### src/rtl/csc_ycc2rgb_pipe.sv
// csc_ycc2rgb_pipe: three-stage YCbCr -> RGB colour-space converter.
// Stage 1 multiplies, stage 2 sums and adds bias, stage 3 rounds and clips.
// Data stages advance only with their de bit; vs/hs/de advance every cycle.
// Optional macro CSC_YCC2RGB_SHADOW_EN: when defined, coefficients, biases and
// bypass are captured into shadow registers on the rising edge of i_vs. When
// undefined, they feed stage 1 directly.
module csc_ycc2rgb_pipe #(
  parameter int unsigned DATA_WIDTH = 8,
  parameter int unsigned COEF_WIDTH = 12,
  parameter int unsigned BIAS_WIDTH = 8,
  parameter int unsigned RL         = 9
) (
  input  logic                  clk,
  input  logic                  rstn,
  input  logic                  i_bypass,
  input  logic [COEF_WIDTH-1:0] i_coef00,
  input  logic [COEF_WIDTH-1:0] i_coef01,
  input  logic [COEF_WIDTH-1:0] i_coef02,
  input  logic [COEF_WIDTH-1:0] i_coef10,
  input  logic [COEF_WIDTH-1:0] i_coef11,
  input  logic [COEF_WIDTH-1:0] i_coef12,
  input  logic [COEF_WIDTH-1:0] i_coef20,
  input  logic [COEF_WIDTH-1:0] i_coef21,
  input  logic [COEF_WIDTH-1:0] i_coef22,
  input  logic [BIAS_WIDTH-1:0] i_bias0,
  input  logic [BIAS_WIDTH-1:0] i_bias1,
  input  logic [BIAS_WIDTH-1:0] i_bias2,
  input  logic                  i_vs,
  input  logic                  i_hs,
  input  logic                  i_de,
  input  logic [DATA_WIDTH-1:0] i_x0,
  input  logic [DATA_WIDTH-1:0] i_x1,
  input  logic [DATA_WIDTH-1:0] i_x2,
  output logic                  o_vs,
  output logic                  o_hs,
  output logic                  o_de,
  output logic [DATA_WIDTH-1:0] o_r,
  output logic [DATA_WIDTH-1:0] o_g,
  output logic [DATA_WIDTH-1:0] o_b
);

  localparam int unsigned XW = DATA_WIDTH + 1;
  localparam int unsigned PW = COEF_WIDTH + XW;
  localparam int unsigned AW = DATA_WIDTH + COEF_WIDTH + 3;
  localparam int unsigned RW = AW - RL + 1;

  // Signed coefficient x extended input; product fits exactly in PW bits.
  function automatic logic [PW-1:0] mul_term(input logic [COEF_WIDTH-1:0] c,
                                             input logic [DATA_WIDTH-1:0] x,
                                             input logic x_signed);
    logic signed [PW-1:0] ce;
    logic signed [PW-1:0] xe;
    logic signed [PW-1:0] p;
    ce = {{(PW-COEF_WIDTH){c[COEF_WIDTH-1]}}, c};
    xe = {{(PW-DATA_WIDTH){x_signed & x[DATA_WIDTH-1]}}, x};
    p  = ce * xe;
    return p;
  endfunction

  // Row sum of three products plus bias aligned to the fraction point.
  function automatic logic [AW-1:0] row_sum(input logic [PW-1:0] p0,
                                            input logic [PW-1:0] p1,
                                            input logic [PW-1:0] p2,
                                            input logic [BIAS_WIDTH-1:0] b);
    logic [AW-1:0] bext;
    bext = {{(AW-BIAS_WIDTH){b[BIAS_WIDTH-1]}}, b} << RL;
    return {{(AW-PW){p0[PW-1]}}, p0} + {{(AW-PW){p1[PW-1]}}, p1}
         + {{(AW-PW){p2[PW-1]}}, p2} + bext;
  endfunction

  // Round half up to integer, then clip to the unsigned output range.
  function automatic logic [DATA_WIDTH-1:0] round_clip(input logic [AW-1:0] s);
    logic [AW:0]   t;
    logic [RW-1:0] r;
    t = {s[AW-1], s} + ((AW+1)'(1) << (RL - 1));
    r = RW'($signed(t) >>> RL);
    if (r[RW-1])                      return '0;
    else if (|r[RW-2:DATA_WIDTH])     return '1;
    else                              return r[DATA_WIDTH-1:0];
  endfunction

  logic [COEF_WIDTH-1:0] coef_in  [9];
  logic [BIAS_WIDTH-1:0] bias_in  [3];
  logic [DATA_WIDTH-1:0] x_in     [3];
  logic [COEF_WIDTH-1:0] coef_use [9];
  logic [BIAS_WIDTH-1:0] bias_use [3];
  logic                  bypass_use;

  assign coef_in[0] = i_coef00;
  assign coef_in[1] = i_coef01;
  assign coef_in[2] = i_coef02;
  assign coef_in[3] = i_coef10;
  assign coef_in[4] = i_coef11;
  assign coef_in[5] = i_coef12;
  assign coef_in[6] = i_coef20;
  assign coef_in[7] = i_coef21;
  assign coef_in[8] = i_coef22;
  assign bias_in[0] = i_bias0;
  assign bias_in[1] = i_bias1;
  assign bias_in[2] = i_bias2;
  assign x_in[0]    = i_x0;
  assign x_in[1]    = i_x1;
  assign x_in[2]    = i_x2;

`ifdef CSC_YCC2RGB_SHADOW_EN
  logic                  vs_prev_q, vs_prev_d;
  logic                  vs_rise_c;
  logic [COEF_WIDTH-1:0] coef_sh_q [9];
  logic [COEF_WIDTH-1:0] coef_sh_d [9];
  logic [BIAS_WIDTH-1:0] bias_sh_q [3];
  logic [BIAS_WIDTH-1:0] bias_sh_d [3];
  logic                  bypass_sh_q, bypass_sh_d;

  // Capture a full coefficient set only on the rising edge of vs.
  always_comb begin
    vs_prev_d   = i_vs;
    vs_rise_c   = i_vs & ~vs_prev_q;
    coef_sh_d   = coef_sh_q;
    bias_sh_d   = bias_sh_q;
    bypass_sh_d = bypass_sh_q;
    if (vs_rise_c) begin
      coef_sh_d   = coef_in;
      bias_sh_d   = bias_in;
      bypass_sh_d = i_bypass;
    end
  end

  // Shadow registers; bypass defaults on so the block is transparent at reset.
  always_ff @(posedge clk or negedge rstn) begin
    if (!rstn) begin
      vs_prev_q   <= 1'b0;
      bypass_sh_q <= 1'b1;
      for (int i = 0; i < 9; i++) coef_sh_q[i] <= '0;
      for (int i = 0; i < 3; i++) bias_sh_q[i] <= '0;
    end else begin
      vs_prev_q   <= vs_prev_d;
      bypass_sh_q <= bypass_sh_d;
      coef_sh_q   <= coef_sh_d;
      bias_sh_q   <= bias_sh_d;
    end
  end

  // Stage 1 always works from the shadow set.
  always_comb begin
    coef_use   = coef_sh_q;
    bias_use   = bias_sh_q;
    bypass_use = bypass_sh_q;
  end
`else
  // Stage 1 works from the live configuration inputs.
  always_comb begin
    coef_use   = coef_in;
    bias_use   = bias_in;
    bypass_use = i_bypass;
  end
`endif

  logic [PW-1:0]         prod_q [9],   prod_d [9];
  logic [DATA_WIDTH-1:0] raw_s1_q [3], raw_s1_d [3];
  logic [BIAS_WIDTH-1:0] bias_s1_q [3], bias_s1_d [3];
  logic                  byp_s1_q, byp_s1_d;
  logic [AW-1:0]         sum_q [3],    sum_d [3];
  logic [DATA_WIDTH-1:0] raw_s2_q [3], raw_s2_d [3];
  logic                  byp_s2_q, byp_s2_d;
  logic [DATA_WIDTH-1:0] rgb_q [3],    rgb_d [3];
  logic [2:0]            vs_q, vs_d, hs_q, hs_d, de_q, de_d;

  // Next-state for all pipeline stages; data stages hold when their de is low.
  always_comb begin
    prod_d    = prod_q;
    raw_s1_d  = raw_s1_q;
    bias_s1_d = bias_s1_q;
    byp_s1_d  = byp_s1_q;
    sum_d     = sum_q;
    raw_s2_d  = raw_s2_q;
    byp_s2_d  = byp_s2_q;
    rgb_d     = rgb_q;
    vs_d      = {vs_q[1:0], i_vs};
    hs_d      = {hs_q[1:0], i_hs};
    de_d      = {de_q[1:0], i_de};

    if (i_de) begin
      for (int r = 0; r < 3; r++) begin
        for (int c = 0; c < 3; c++) begin
          prod_d[r*3+c] = mul_term(coef_use[r*3+c], x_in[c], c != 0);
        end
      end
      raw_s1_d  = x_in;
      bias_s1_d = bias_use;
      byp_s1_d  = bypass_use;
    end

    if (de_q[0]) begin
      for (int r = 0; r < 3; r++) begin
        sum_d[r] = row_sum(prod_q[r*3], prod_q[r*3+1], prod_q[r*3+2], bias_s1_q[r]);
      end
      raw_s2_d = raw_s1_q;
      byp_s2_d = byp_s1_q;
    end

    if (de_q[1]) begin
      for (int r = 0; r < 3; r++) begin
        rgb_d[r] = byp_s2_q ? raw_s2_q[r] : round_clip(sum_q[r]);
      end
    end
  end

  // Pipeline registers, cleared asynchronously.
  always_ff @(posedge clk or negedge rstn) begin
    if (!rstn) begin
      for (int i = 0; i < 9; i++) prod_q[i] <= '0;
      for (int i = 0; i < 3; i++) begin
        raw_s1_q[i]  <= '0;
        bias_s1_q[i] <= '0;
        sum_q[i]     <= '0;
        raw_s2_q[i]  <= '0;
        rgb_q[i]     <= '0;
      end
      byp_s1_q <= 1'b0;
      byp_s2_q <= 1'b0;
      vs_q     <= '0;
      hs_q     <= '0;
      de_q     <= '0;
    end else begin
      prod_q    <= prod_d;
      raw_s1_q  <= raw_s1_d;
      bias_s1_q <= bias_s1_d;
      byp_s1_q  <= byp_s1_d;
      sum_q     <= sum_d;
      raw_s2_q  <= raw_s2_d;
      byp_s2_q  <= byp_s2_d;
      rgb_q     <= rgb_d;
      vs_q      <= vs_d;
      hs_q      <= hs_d;
      de_q      <= de_d;
    end
  end

  assign o_r  = rgb_q[0];
  assign o_g  = rgb_q[1];
  assign o_b  = rgb_q[2];
  assign o_vs = vs_q[2];
  assign o_hs = hs_q[2];
  assign o_de = de_q[2];

endmodule

### config.mk
export PLATFORM = sky130hd
export DESIGN_NAME = csc_ycc2rgb_pipe
export DESIGN_NICKNAME = d
export VERILOG_FILES = /design/src/rtl/csc_ycc2rgb_pipe.sv
export SDC_FILE = /design/constraint.sdc
export NUM_CORES = 2
export LEC_CHECK = 0
export BUFFER_PORTS_ARGS = -buffer_cell sky130_fd_sc_hd__clkbuf_2
export CAP_MARGIN = 15
export CORE_ASPECT_RATIO = 0.75
export CORE_UTILIZATION = 60
export DETAILED_ROUTE_END_ITERATION = 12
export GPL_TIMING_DRIVEN = 0
export PLACE_DENSITY = 0.78
export SYNTH_ARGS = -nofsm -noshare
export SYNTH_HDL_FRONTEND = slang
export SYNTH_SLANG_ARGS = --single-unit
### constraint.sdc
create_clock -name clk -period 6.1 [get_ports clk]
set_input_delay 0.915 -clock clk [delete_from_list [all_inputs] [get_ports clk]]
set_output_delay 0.915 -clock clk [all_outputs]
set_load 0.05 [all_outputs]
### After elaboration in Yosys (flattened, before gate mapping)

Cells that the tools add are included.

| storage, ports and cells | value |
|---|---|
| word-level logic and storage cells | 62 |
| input port bits | 162 |
| register bits | 359 |
| output and inout bits | 27 |

| operators by class | value |
|---|---|
| $add $sub $neg | 12 |
| multiplexer cells | 9 |
| multipliers | 9 |
| reductions and logical operators | 3 |

Operator list:

| kind | number |
|---|---|
| multiplier 12 x 8 -> 20 bit | 6 |
| adder 23 x 10 -> 24 bit, second input constant | 3 |
| 2-to-1 mux 8 bit | 9 |
| adder 22 x 20 -> 23 bit | 3 |
| adder 23 bit | 3 |
| adder 21 x 20 -> 22 bit | 3 |
| multiplier 12 x 9 -> 21 bit | 3 |
| OR reduction 6 bit | 3 |

### Logic depth before layout (Yosys ltp)

| depth | value |
|---|---|
| depth in word-level cells | 5 |
| depth in mapped cells | 20 |
| depth with buffers taken out | 18 |

### Least setup slack after synthesis

No wires, ideal clock.

| timing path | value |
|---|---|
| path kind | input -> register |
| start | input i_x0[0] |
| end | register prod_q[188] (netlist name) |
| slack | 0.504 ns |
| setup time | 0.131 ns |
| path buffers | 2 |
| stages on the path | 20 |
| arrival time | 5.464 ns |
| required time | 5.969 ns |
| path through | clkbuf_1 > clkbuf_1 > nand2_1 > fa_1 > inv_1 > ha_1 > ha_1 > inv_1 > fa_1 > inv_1 > ha_1 > fa_1 > a21o_1 > a21oi_2 > o21ai_1 > a2111oi_2 > nor4_2 > nor3_1 > nor4b_1 > or3b_1 |

| on the way | value |
|---|---|
| word-level cells in the longest chain between the ends | 1 |

RTL lines:

| item | line | source |
|---|---|---|
| from (decl) | 31 | `input logic [DATA_WIDTH-1:0] i_x0,` |
| multiplier 12 x 9 -> 21 bit | 56 | `p = ce * xe;` |
| to (signal assigned) | 225 | `prod_q <= prod_d;` |
| to (decl) | 158 | `logic [PW-1:0] prod_q [9], prod_d [9];` |

No other way between the ends.
A chain may end at the register's enable or synchronous reset.

### Final worst setup path

| timing path | value |
|---|---|
| start | input i_x1[7] |
| end | register, netlist name prod_q[103] |

| on the way | value |
|---|---|
| word-level cells in the longest chain between the ends | 1 |

RTL lines:

| item | line | source |
|---|---|---|
| from (decl) | 32 | `input logic [DATA_WIDTH-1:0] i_x1,` |
| multiplier 12 x 8 -> 20 bit | 56 |  |

No other way between the ends.

==> results.md <==
- Status: complete, no violations
- Fin Clk Skew: 0.0227 ns
- YS warnings: 0
- Sequential cell area: 8380 µm²
- Synth Area in Compound Gates: 7.29%
- Pin count of the biggest net entering global routing: 108
- Layout Nets: 6,659
- Number of H-tree levels: 1
- Initial antenna violation count: 5
- First-pass GRT wire length: 214,000 µm
- Met2 WL post-DR: 57,600 µm
- Endpoint class of the critical path: register
- Post-synthesis adder-cell area fraction: 44.0%
- Die width: 332 µm
- Detailed-route wire length: 135,000 µm
- Core footprint: 80,600 µm²
- Req. time, crit path: 6.52 ns
- TritonCTS Buffers: 31
- DR WL/cell: 21.3 µm
- Drt pass-1 iters: 6
- Final worst setup slack: 0.143 ns
- Via Count: 36,600
- RSZ-0062 raised after global routing: false
- Fraction of layout cells with a size suffix above 1: 10.3%
- Synth cell types: 85
- Antenna Nets Post-Route: 0
- Pre-CTS setup slack: -0.920 ns
- LEAKAGE: 26.2 nW
- Setup crit start kind: primary input
- Chip height: 250 µm
- Post-synth EDFFs: 0
- Met3 wire length: 15,600 µm
- Cell mode on critical path: fa_1
- Worst hold-check path type: in2async
- Mapped Area: 49,000 µm²
- Rel. slew slack: 13.5%
- Core Rows: 90
- Worst-Skew Late Latency: 0.59 ns
- Sink count of the clock tree: 335
- Period utilisation layout: 97.6%
- Post-Synthesis Cells: 5,049
- DR iter-0 viols: 3,270
- GRT Util Overall: 33.6%
- Critical path data arrival time: 6.38 ns
- IO buf count: 168
- IO Pins: 189
- DR vias/cell: 5.77
- Layout Utilization: 65.1%
- Syn_area_per_cell: 9.71 µm²
- Setup TNS: 0 ns
- Critical path type: in2reg
- Routability cong.: 0.972
- Clock buffer depth: 3
- Top_reg_cell synth: dfrtp_1
- Post-synth ARST share: 100%
- Area of the die: 82,800 µm²
- Final Max Slew Viols: 0
- Post-synthesis mux area share: 4.77%
- Xor-xnor portion of the synthesized cell area: 3.41%
- Final Hold Fails: 0
- Hold Slack: 0.350 ns
- Crit path buffers/inverters: 5
- Placed cell count: 6,283
- Area growth syn-to-layout: 7.17%
- Synth top area share: 33.0%
- Setup violators final: 0
- M1 WL: 57,300 µm
- Largest family of logic cells by synthesized area: adder cells
- Starting Density: 60.8%
- Crit Path Max Fanout: 10
- Syn Nets: 6,450
- Root buffer cell: clkbuf_16
- Post-Layout Cell Count: 6,342
- FMAX: 0.168 GHz
- Vias in the first global route: 38,200
- Worst stage delay on the critical path: 0.63 ns
- Top sig layer: met4
- Total grt overflow: 0
- Slowest CP cell: buf_1
- Area occupied by multi-input gates: 36,200 µm²
- MaxCap Viol Count: 0
- Yosys reg bits: 335
- CTS tree: yes
- Slew at the pin with the worst max-slew slack: 1.30 ns
- Power Density: 575 nW/µm²
- Max VDD drop: 0.486 mV
- Setup bufs post-CTS: 0
- Delay-heaviest family, CP: adder cells
- DP HPWL: 111,000 µm
- Fin crit period: 5.96 ns
- Clock-pin slew on the worst setup and hold paths: 0.07 ns
- Fillers: 6,488
- Residual DRC count: 0
- Ranking of synthesized cells by area: fa_1, dfrtp_1, ha_1
- Register area share after synthesis: 17.1%
- Post-Synth Simple-Gate Area: 14.3%
- Worst-path cell chain: clkbuf_2 -> inv_1 -> buf_1 -> nor2_1 -> fa_1 -> fa_1 -> fa_1 -> inv_1 -> fa_1 -> inv_1 -> ha_1 -> or3_1 -> a221o_1 -> a31oi_1 -> a21oi_1 -> a211oi_1 -> o21bai_1 -> xnor2_1 -> a21oi_1
- Area leader, netlist: fa_1
report_power, final:
group | internal (mW) | total [mW] | switching [mW]
Sequential | 3.20 | 4.25 | 1.05
Clock | 1.22 | 2.10 | 0.889
Combinational | 10.4 | 23.9 | 13.4
Total | 14.8 | 30.2 | 15.4
state kept, by name, summed over array words and instances, names as in the netlist:
signal     count
byp_s1_q       1
byp_s2_q       1
raw_s1_q      24
de_q           3
vs_q           3
hs_q           3
o_g            8
prod_q       183
raw_s2_q      24
o_r            8
sum_q         45
o_b            8
bias_s1_q     24
path summary, 6_finish.rpt:
path                                              start                      end  slack [ns]  depth (start not counted)
worst max-delay path                            i_x1[7]  prod_q[103]$_DFFE_PN0P_        0.14                         19
worst min-delay path                               rstn  raw_s1_q[3]$_DFFE_PN0P_        0.35                          1
worst max register to register  prod_q[178]$_DFFE_PN0P_    sum_q[66]$_DFFE_PN0P_        2.28                         10
worst min register to register        hs_q[1]$_DFF_PN0_        hs_q[2]$_DFF_PN0_        0.35                          0
max in group asynchronous                          rstn   prod_q[94]$_DFFE_PN0P_        4.41                          3
min in group clk                      hs_q[1]$_DFF_PN0_        hs_q[2]$_DFF_PN0_        0.35                          0
per-stage QoR:
stage	power (mW)	cell area [µm²]
2_1_floorplan	21.3	49000
3_3_place_gp	26.7	51200
3_5_place_dp	27.4	51400
4_1_cts	29.8	52500
5_1_grt	33.0	52500
6_report	30.2	52500
synth_stat cells, types with 16 or more instances:
master and count:
o21a_1 23, clkbuf_1 142, ha_1 432, xor2_1 38
or2_2 23, and3_1 17, a31o_2 17, o31ai_1 33
dfrtp_1 335, nand4_1 18, a21o_1 30, and2_1 490
nor3_1 44, a211oi_1 31, o21ai_0 74, nand2b_1 24
a21oi_1 163, a31oi_1 27, nand2_1 427, inv_1 1030
nor2b_1 32, xnor2_1 153, nor2_1 145, mux2_2 205
nand3_1 70, fa_1 807, or3_1 32, o21bai_1 16
cell type report:
| type | count | share of cell area [%] |
|---|---|---|
| multi-input combinational | 3531 | 68.9 |
| sequential | 335 | 16.0 |
| inverter | 1032 | 7.38 |
| tap | 1058 | 2.52 |
| timing repair buffer | 176 | 1.97 |
| clock buffer | 42 | 1.67 |
| buffer | 151 | 1.24 |
| clock inverter | 13 | 0.386 |
| antenna | 4 | 0.0191 |
cells by family after synthesis:
logic type	Yosys count
AOI/OAI and AO/OA	532
xor gates and xnor gates	191
adders and majority gates	1239
buffers and inverters	1183
DFF	335
muxes	208
and+or+nand+nor	1361
timing repair:
action	in CTS	in global routing
hold buffers	0	0
cloned	0	0
endpoints found under the setup margin	18	15
gates resized for setup	20	63
layout by cell type (no fill, tap or decap), drive strengths merged, types with 9 or more instances in the layout:
cell type | netlist | final
inv | 1030 | 1030
fa | 807 | 807
and2 | 490 | 490
ha | 432 | 432
nand2 | 427 | 427
clkbuf | 144 | 353
dfrtp | 335 | 335
mux2 | 205 | 205
a21oi | 167 | 167
xnor2 | 153 | 153
nor2 | 145 | 145
o21ai | 85 | 85
nand3 | 70 | 70
nor3 | 45 | 45
xor2 | 38 | 38
o31ai | 33 | 33
a211oi | 33 | 33
or3 | 32 | 32
nor2b | 32 | 32
a21o | 30 | 30
a31oi | 27 | 27
nand2b | 24 | 24
o21a | 23 | 23
or2 | 23 | 23
and3 | 20 | 20
nand4 | 18 | 18
a31o | 17 | 17
nor4 | 17 | 17
o21bai | 16 | 16
buf | 6 | 15
o2111ai | 13 | 13
o41ai | 9 | 9
per-layer routing:
layer,global-route usage (%),up-vias
met5,0,-
met4,10.6,0
met3,8.50,227
met2,49.7,1727
met1,48.7,18400
li1,-,16200
Note: power is estimated with default switching activity, not from simulation.
